--- src/rtl/traffic_ctrl_n.sv ---
// N-approach traffic-light controller: round-robin service, demand-extended green,
// emergency all-red override. Optional pedestrian walk phase under `PED_WALK_EN.
module traffic_ctrl_n #(
  parameter int NDIR      = 2,
  parameter int GREEN_MIN = 4,
  parameter int GREEN_MAX = 12,
  parameter int YELLOW_T  = 3,
  parameter int ALLRED_T  = 1,
  parameter int CNT_W     = 4,
`ifdef PED_WALK_EN
  parameter int WALK_T    = 6,
`endif
  parameter int IDX_W     = $clog2(NDIR)
) (
  input  logic             CK,
  input  logic             RST,
  input  logic             TICK,
  input  logic [NDIR-1:0]  SENSE,
  input  logic             EMERG,
`ifdef PED_WALK_EN
  input  logic             PED_REQ,
  output logic             WALK,
`endif
  output logic [NDIR-1:0]  GREEN,
  output logic [NDIR-1:0]  YELLOW,
  output logic [NDIR-1:0]  RED,
  output logic [IDX_W-1:0] PHASE,
  output logic [2:0]       dbg_state_o
);

  localparam logic [2:0] S_ALLRED = 3'd0;
  localparam logic [2:0] S_GREEN  = 3'd1;
  localparam logic [2:0] S_YELLOW = 3'd2;
  localparam logic [2:0] S_EMRED  = 3'd3;
`ifdef PED_WALK_EN
  localparam logic [2:0] S_WALK   = 3'd4;
  localparam logic [CNT_W-1:0] WALK_LD = CNT_W'(WALK_T);
`endif

  localparam logic [CNT_W-1:0] ALLRED_LD = CNT_W'(ALLRED_T);
  localparam logic [CNT_W-1:0] YELLOW_LD = CNT_W'(YELLOW_T);
  localparam logic [CNT_W-1:0] GMIN_C    = CNT_W'(GREEN_MIN);
  localparam logic [CNT_W-1:0] GMAX_C    = CNT_W'(GREEN_MAX);
  localparam logic [CNT_W-1:0] ONE_C     = CNT_W'(1);

  logic [2:0]       state_q, state_d;
  logic [CNT_W-1:0] timer_q, timer_d;
  logic [IDX_W-1:0] phase_q, phase_d;

  logic [NDIR-1:0]  cur_oh;
  logic             sense_cur;
  logic             other_dem;
  logic [CNT_W-1:0] cnt_inc;
  logic             expired;
  logic [IDX_W-1:0] arb_phase;
  logic [IDX_W-1:0] cand_idx;
  logic             found;

`ifdef PED_WALK_EN
  logic ped_q;
  logic pend_q, pend_d;
`endif

  assign cur_oh    = NDIR'(1) << phase_q;
  assign sense_cur = SENSE[phase_q];
  assign other_dem = |(SENSE & ~cur_oh);
  assign cnt_inc   = (timer_q >= GMAX_C) ? GMAX_C : timer_q + ONE_C;
  assign expired   = (timer_q <= ONE_C);

  // Round-robin: look at PHASE+1 first; the current approach is checked last.
  always_comb begin
    arb_phase = phase_q;
    cand_idx  = phase_q;
    found     = 1'b0;
    for (int i = 1; i <= NDIR; i++) begin
      cand_idx = IDX_W'((int'(phase_q) + i) % NDIR);
      if (!found && SENSE[cand_idx]) begin
        arb_phase = cand_idx;
        found     = 1'b1;
      end
    end
  end

  always_comb begin
    state_d = state_q;
    timer_d = timer_q;
    phase_d = phase_q;
`ifdef PED_WALK_EN
    pend_d  = pend_q | (PED_REQ & ~ped_q);
`endif
    case (state_q)
      S_ALLRED: begin
        if (TICK) begin
          if (expired) begin
            if (EMERG) begin
              state_d = S_EMRED;
              timer_d = ALLRED_LD;
`ifdef PED_WALK_EN
            end else if (pend_q) begin
              state_d = S_WALK;
              timer_d = WALK_LD;
`endif
            end else begin
              state_d = S_GREEN;
              timer_d = '0;
              phase_d = arb_phase;
            end
          end else begin
            timer_d = timer_q - ONE_C;
          end
        end
      end
      S_GREEN: begin
        // Emergency ends green on the next edge, independent of TICK and GREEN_MIN.
        if (EMERG) begin
          state_d = S_YELLOW;
          timer_d = YELLOW_LD;
        end else if (TICK) begin
          timer_d = cnt_inc;
          if (cnt_inc >= GMIN_C && other_dem && (!sense_cur || cnt_inc == GMAX_C)) begin
            state_d = S_YELLOW;
            timer_d = YELLOW_LD;
          end
        end
      end
      S_YELLOW: begin
        if (TICK) begin
          if (expired) begin
            state_d = S_ALLRED;
            timer_d = ALLRED_LD;
          end else begin
            timer_d = timer_q - ONE_C;
          end
        end
      end
      S_EMRED: begin
        if (TICK && !EMERG) begin
          state_d = S_ALLRED;
          timer_d = ALLRED_LD;
        end
      end
`ifdef PED_WALK_EN
      S_WALK: begin
        // An emergency abort keeps the pending request so the walk is retried later.
        if (EMERG) begin
          state_d = S_ALLRED;
          timer_d = ALLRED_LD;
        end else if (TICK) begin
          if (expired) begin
            state_d = S_ALLRED;
            timer_d = ALLRED_LD;
            pend_d  = PED_REQ & ~ped_q;
          end else begin
            timer_d = timer_q - ONE_C;
          end
        end
      end
`endif
      default: begin
        state_d = S_ALLRED;
        timer_d = ALLRED_LD;
      end
    endcase
  end

  always_ff @(posedge CK or posedge RST) begin
    if (RST) begin
      state_q <= S_ALLRED;
      timer_q <= ALLRED_LD;
      phase_q <= '0;
    end else begin
      state_q <= state_d;
      timer_q <= timer_d;
      phase_q <= phase_d;
    end
  end

`ifdef PED_WALK_EN
  always_ff @(posedge CK or posedge RST) begin
    if (RST) begin
      ped_q  <= 1'b0;
      pend_q <= 1'b0;
    end else begin
      ped_q  <= PED_REQ;
      pend_q <= pend_d;
    end
  end

  assign WALK = (state_q == S_WALK);
`endif

  always_comb begin
    GREEN  = '0;
    YELLOW = '0;
    RED    = '1;
    case (state_q)
      S_GREEN: begin
        GREEN = cur_oh;
        RED   = ~cur_oh;
      end
      S_YELLOW: begin
        YELLOW = cur_oh;
        RED    = ~cur_oh;
      end
      default: ;
    endcase
  end

  assign PHASE       = phase_q;
  assign dbg_state_o = state_q;

endmodule

--- config.mk ---
export PLATFORM = sky130hd
export DESIGN_NAME = traffic_ctrl_n
export DESIGN_NICKNAME = d
export VERILOG_FILES = /design/src/rtl/traffic_ctrl_n.sv
export SDC_FILE = /design/constraint.sdc
export NUM_CORES = 1
export LEC_CHECK = 0
export CELL_PAD_IN_SITES_DETAIL_PLACEMENT = 0
export CELL_PAD_IN_SITES_GLOBAL_PLACEMENT = 2
export CORE_AREA = 2 2 63 50
export DETAILED_ROUTE_END_ITERATION = 6
export DIE_AREA = 0 0 65 52
export HOLD_SLACK_MARGIN = 0.08
export PLACE_DENSITY_LB_ADDON = 0.25
export SLEW_MARGIN = 20
export SYNTH_ARGS = -nofsm -noshare
export SYNTH_HDL_FRONTEND = slang
export SYNTH_SLANG_ARGS = --single-unit
--- constraint.sdc ---
create_clock -name CK -period 2.8 [get_ports CK]
set_input_delay 0.42 -clock CK [delete_from_list [all_inputs] [get_ports CK]]
set_output_delay 0.42 -clock CK [all_outputs]
set_load 0.01 [all_outputs]
==> metrics.cfg, run 1 <==
[drt]
drc = 0
num_vias = 715
firstDrtPassIters = 4
routed_via_density = 5.00
drt-total-wl_um = 1970
wl_per_cell_um = 13.8
drt-initial-drc-count = 27
ant_nets = 0

[sta]
min_period_over_period_pct = 81.9
setup_tns_ns = 0
hold_viol_final = 0
timing.fmax_mhz = 436
finalMaxSlewViolations = 0
layout_min_cycle_time_ns = 2.29
finalSetupViolCount = 0
rsz0062_at_grt = false
fin_worst_skew_ns = 0.00255

[setup_path]
path_delay_family = buffers and inverters
crit_chain = inv_1, ha_1, inv_1, nor2_1, clkdlybuf4s50_1
cp_num_buf_inv = 3
cp_slowest_cell = clkdlybuf4s50_1
worstSetupEndpointType = output port
critical_path.most_common_cell = inv_1
crit_arrival_ns = 1.87
crit_type = reg2out
cp_max_fo = 6
crit_required_ns = 2.38
max_stage_delay_ns = 0.55
start_kind = flop

[cells_and_area]
syn_to_final_growth_pct = 25.8
layout-drive-gt1-share_pct = 11.4
fin_cells = 143
num-nets-final = 120
num_antenna_cells = 0

[die]
num_rows = 17
die_h_um = 52
coreArea_um2 = 2790
start_util_pct = 28.4
ios = 16
die_area_um2 = 3380
die_w_um = 65

[grt]
grtUsageMet1_pct = 17.7
grt_pass1_wl_um = 3390
grt.busiest_layer = met2
antenna_found_initial = 0
grtUsageMet2_pct = 20.6
grt_overflow = 0
grt.total_usage_pct = 13.4
use_met3_pct = 4.55
grt_max_degree = 14
grt_pass1_vias = 702

[synthesis]
syn_area_um2 = 792
synthTopCellsByArea = dfrtp_1, ha_1, nor2_1, dfstp_2, nand2_1
synth-main-ff-cell = dfrtp_1
synth_edf_count = 0
syn_area_per_cell_um2 = 8.70
netlist.area_leader.share_pct = 19.0
yosysUniqueCellTypes = 42
synth_area_leader_cell = dfrtp_1
syn_inst = 91
async_reset_ff_share_pct = 100
ys_seq_area_share_pct = 22.3
ys_ff_latch = 7
synth.net_count = 105
yosys_warnings = 0

[clock_network]
clock_sinks = 7
clockRootBuffer = clkbuf_8
clk_path_buf_depth = 2
cts_tree = done
hold_buffers = 0
cts.clk_slew.worst_paths_ns = 0.04
post_cts_resized = 0
cts_setup_buffers = 0
cts_max_level = 1
clk_latency_ns = 0.23
cts_made_buffers = 3

[pwr]
power_density_nw_per_um2 = 1160
power_leakage_nw = 0.404
max-vdd-ir-drop_mv = 0.428

[placed_design]
dp.final_hpwl_um = 1520
routabilityCongestion = 0.799
dp_cells = 139
port_buffers = 14

[flow_run]
cap_violations = 0

[hold_path]
min_path_type = in2async

[run_status]
status = complete, no violations

## cells in the final DEF (no fill, tap or decap), drive strengths merged, types with 4 or more instances in the layout
cell	netlist	routed
clkbuf	0	4
nand2b	5	5
nor3	5	5
nand2	7	7
inv	6	6
clkdlybuf4s50	0	14
ha	8	8
nor2	9	9
dfrtp	6	6
## synth_stat cells (2+ instances only)
library cell and n:
buf_2 2, inv_1 6, o21ai_0 2, o22ai_1 2
ha_1 8, nand2_1 7, nor3_1 5, a21oi_1 2
dfrtp_1 6, o31ai_1 3, a211o_1 2, o41ai_1 2
nor2_1 8, nand2b_1 3, and2_1 2, or2_1 2
a2111oi_0 3, a31o_1 2
## metrics by stage
step	cell area, um2	utilization [%]	hold WS, ns	worst slack (ns)	power [mW]
floorplan	792	-	0.223	0.842	0.763
global placement	951	34.1	0.614	0.648	1.03
detailed placement	951	34.1	0.620	0.640	1.01
CTS	996	35.7	0.444	0.486	1.16
global route	996	35.7	0.471	0.376	1.27
finish	996	35.7	0.437	0.506	1.16
## power breakdown
| group | switching [mW] | internal, mW |
|---|---|---|
| sequential | 0.0897 | 0.152 |
| clock | 0.0454 | 0.0987 |
| combinational | 0.392 | 0.381 |
| total | 0.527 | 0.632 |
## state kept, by name, summed over array words and instances, names as in the netlist
register / count
PHASE: 1
dbg_state_o: 2
timer_q: 4
## routing by layer
metal  share of wire, %  up-vias
met5                  0        -
met4               0.41        0
met3                5.8        2
met2                 43       23
met1                 50      332
li1                   -      358
## layout make-up
cell class | instances | area [um2]
timing repair buffer | 14 | 140
fill | 279 | 1790
tap | 38 | 47.5
inverter | 6 | 22.5
sequential | 7 | 176
clock buffer | 4 | 45.0
multi-input combinational | 74 | 564
## final timing paths
| kind | start | endpoint | slack [ns] | depth (start not counted) |
|---|---|---|---|---|
| setup / recovery | dbg_state_o[1] | GREEN[0] | 0.51 | 5 |
| hold / removal | RST | PHASE | 0.44 | 2 |
| setup reg to reg | timer_q[0] | dbg_state_o[0] | 0.65 | 6 |
| hold reg to reg | dbg_state_o[1] | dbg_state_o[1] | 0.63 | 1 |
| max in group asynchronous | RST | timer_q[0] | 2.08 | 2 |
| min in group CK | dbg_state_o[1] | dbg_state_o[1] | 0.63 | 1 |
## kinds of logic (layout without fill, tap and decap cells)
kind of cell    after synthesis  in the layout  synth area share [%]
simple gates                 36             36                  25.4
compound gates               26             26                  28.1
buf+inv                      10             24                  6.48
fa+ha+maj                     8              8                  12.6
flops                         7              7                  22.3
mux                           3              3                  4.58
other cells                   1              1                 0.473
Power figures use the tool's default switching activity.
==> run 2: changes to the inputs <==
--- a/config.mk
+++ b/config.mk
@@ -7,9 +7,9 @@
 export LEC_CHECK = 0
 export CELL_PAD_IN_SITES_DETAIL_PLACEMENT = 0
 export CELL_PAD_IN_SITES_GLOBAL_PLACEMENT = 2
-export CORE_AREA = 2 2 63 50
+export CORE_AREA = 2 2 66 52
 export DETAILED_ROUTE_END_ITERATION = 6
-export DIE_AREA = 0 0 65 52
+export DIE_AREA = 0 0 68 54
 export HOLD_SLACK_MARGIN = 0.08
 export PLACE_DENSITY_LB_ADDON = 0.25
 export SLEW_MARGIN = 20
==> constraint.sdc (replaced) <==
create_clock -name CK -period 1.9 [get_ports CK]
set_input_delay 0.285 -clock CK [delete_from_list [all_inputs] [get_ports CK]]
set_output_delay 0.285 -clock CK [all_outputs]
set_load 0.01 [all_outputs]
==> run 2 against run 1 <==
The flow now finishes with violations (setup timing). Non-clock buffer count grew 29. Hold slack lost 0.12 ns. Worst setup slack lost 0.52 ns. Clock skew grew 0.0066 ns. Sequential share of layout area shrank 4.8 points. Sequential power grew 31%. Critical path depth grew 1. Routed wire length grew 27%. Die area grew 8.6%. Flip-flop and latch count is the same. Core utilization grew 8.3 points. Clock power grew 49%. Critical path type is now reg2reg. Critical endpoint is now dbg_state_o[0]. Highest routed layer unchanged.
==> metrics.cfg, run 2 (synthesis gave the netlist of run 1 again) <==
[pwr]
power_leakage_nw = 0.602  ; +49%
power.total_mw = 2.43  ; +110%
power_density_nw_per_um2 = 1780  ; +53%
max-vdd-ir-drop_mv = 0.758  ; +77%

[drt]
drt-total-wl_um = 2490  ; +27%
firstDrtPassIters = 4  ; unchanged
ant_nets = 0  ; unchanged
drc = 0  ; unchanged
drt-initial-drc-count = 28  ; +3.7%
wl_per_cell_um = 14.3  ; +4.2%
routed_via_density = 4.79  ; -4.3%
num_vias = 833  ; +17%

[cells_and_area]
num-nets-final = 149  ; +24%
fin_util_pct = 44.0  ; +8.3 points
largest_register = timer_q
syn_to_final_growth_pct = 72.8
mostFrequentLayoutCell = buf_4
final_cell_mix = buf_4, clkdlybuf4s50_1, nand2_1, nor2_1, dfrtp_1
layout-drive-gt1-share_pct = 42.5  ; +31 points
largest_reg_flops = 4  ; unchanged
num_antenna_cells = 0  ; unchanged

[sta]
finalSetupViolCount = 1  ; +1
fin_ws_ns = -0.0130  ; -0.519 ns
layout_min_cycle_time_ns = 1.91
finalMaxSlewViolations = 0  ; unchanged
rsz0062_at_grt = true
hold_viol_final = 0  ; unchanged
fin_worst_skew_ns = 0.00919  ; +0.00664 ns
setup_tns_ns = -0.0130  ; -0.0130 ns
whs_ns = 0.313  ; -0.124 ns
min_period_over_period_pct = 101
timing.fmax_mhz = 523

[grt]
grt_pass1_wl_um = 3870  ; +14%
grt_pass1_vias = 795  ; +13%
grt_max_degree = 12  ; -2
grt_overflow = 0  ; unchanged
grt.total_usage_pct = 15.0  ; +1.6 points
antenna_found_initial = 0  ; unchanged

[die]
die_h_um = 54  ; +3.8%
coreArea_um2 = 3110  ; +12%
die_area_um2 = 3670  ; +8.6%
ios = 16  ; unchanged
start_util_pct = 25.5  ; -2.9 points
die_w_um = 68  ; +4.6%
num_rows = 18  ; +1

[placed_design]
dp.final_hpwl_um = 1900  ; +25%
routabilityCongestion = 0.770  ; -3.6%
port_buffers = 14  ; unchanged

[flow_run]
cap_violations = 0  ; unchanged

[clock_network]
clk_latency_ns = 0.23  ; about the same
cts.clk_slew.worst_paths_ns = 0.05  ; about the same
clockRootBuffer = clkbuf_8
clk_path_buf_depth = 2  ; unchanged
clock_sinks = 7  ; unchanged
cts_made_buffers = 3  ; unchanged
cts_max_level = 1  ; unchanged
cts_tree = done

[setup_path]
start_kind = flop
crit_arrival_ns = 2.03  ; +0.16 ns
max_stage_delay_ns = 0.42  ; -0.13 ns
worstSetupEndpointType = flop
cp_max_fo = 5  ; -1
crit_required_ns = 2.02  ; -0.36 ns
cp_slowest_cell = dfrtp_1
crit_type = reg2reg
crit_chain = ha_4, and3b_1, a211o_1, a31oi_4, o211a_4, mux2_4

[run_status]
status = finished, violations left
violations = setup timing

[hold_path]
min_path_type = in2async

[run 2: cell count changes in the layout (fill, tap and decap cells not counted), moves of 3 or more]
cell	previous run	this run
clkdlybuf4s50_1	14	8
ha_1	8	4
ha_4	0	3
dlygate4sd2_1	0	5
a2111oi_0	3	0
buf_4	0	29
[run 2: per-layer routing]
layer  vias to the layer above  track usage (%)  wire [um]
li1                        419                -          -
met1                       396             22.2       1270
met2                        13             20.6       1100
met3                         5             3.77        103
met4                         0             5.33         26
met5                         -                0          0
[run 2: critical path: cells and delay by family (launching register included)]
family / cells / cell delay, ns
AND/OR/NAND/NOR: 1 / 0.19
adder cells (fa/ha/maj): 1 / 0.19
multiplexers: 1 / 0.29
flip-flops: 1 / 0.42
AO/OA/AOI/OAI: 3 / 0.71
[run 2: layout make-up]
type                       count  area [um2]
tap                           40        50.0
clock buffer                   4        45.0
timing repair buffer          43         354
inverter                       6        22.5
sequential                     7         176
multi-input combinational     74         721
fill                         308        1740
[run 2: worst paths after layout]
path                       cells past startpoint       start  slack, ns        endpoint
setup / recovery                               6  timer_q[1]      -0.01  dbg_state_o[0]
hold / removal                                 2         RST       0.31  dbg_state_o[1]
setup reg to reg                               6  timer_q[1]      -0.01  dbg_state_o[0]
hold reg to reg                                3  timer_q[0]       0.67      timer_q[0]
max in group asynchronous                      2         RST       1.28      timer_q[0]
min in group CK                                3    SENSE[1]       0.66           PHASE
[run 2: where the power goes]
part | total (mW) | leakage [nW] | switching (mW) | internal, mW
Sequential | 0.316 | 0.0877 | 0.0910 | 0.225
Combinational | 1.90 | 0.492 | 0.906 | 0.996
Clock | 0.215 | 0.0228 | 0.0691 | 0.146
Total | 2.43 | 0.602 | 1.07 | 1.37
[run 2: stage by stage]
step / worst slack (ns) / cells / area [um2]
after floorplan: -0.0457 / 91 / 805
after global placement: -0.0902 / 168 / 1170
after detailed placement: -0.101 / 168 / 1170
after CTS: -0.0105 / 173 / 1260
after global routing: -0.0753 / 174 / 1370
final: -0.0130 / 174 / 1370
[run 2: timing repair]
item / CTS / global route
pin swaps: 4 / 2
resized for setup: 15 / 16
setup endpoints to repair: 10 / 5
cloned: 0 / 0
hold buffers: 0 / 0
setup buffers: 1 / 1
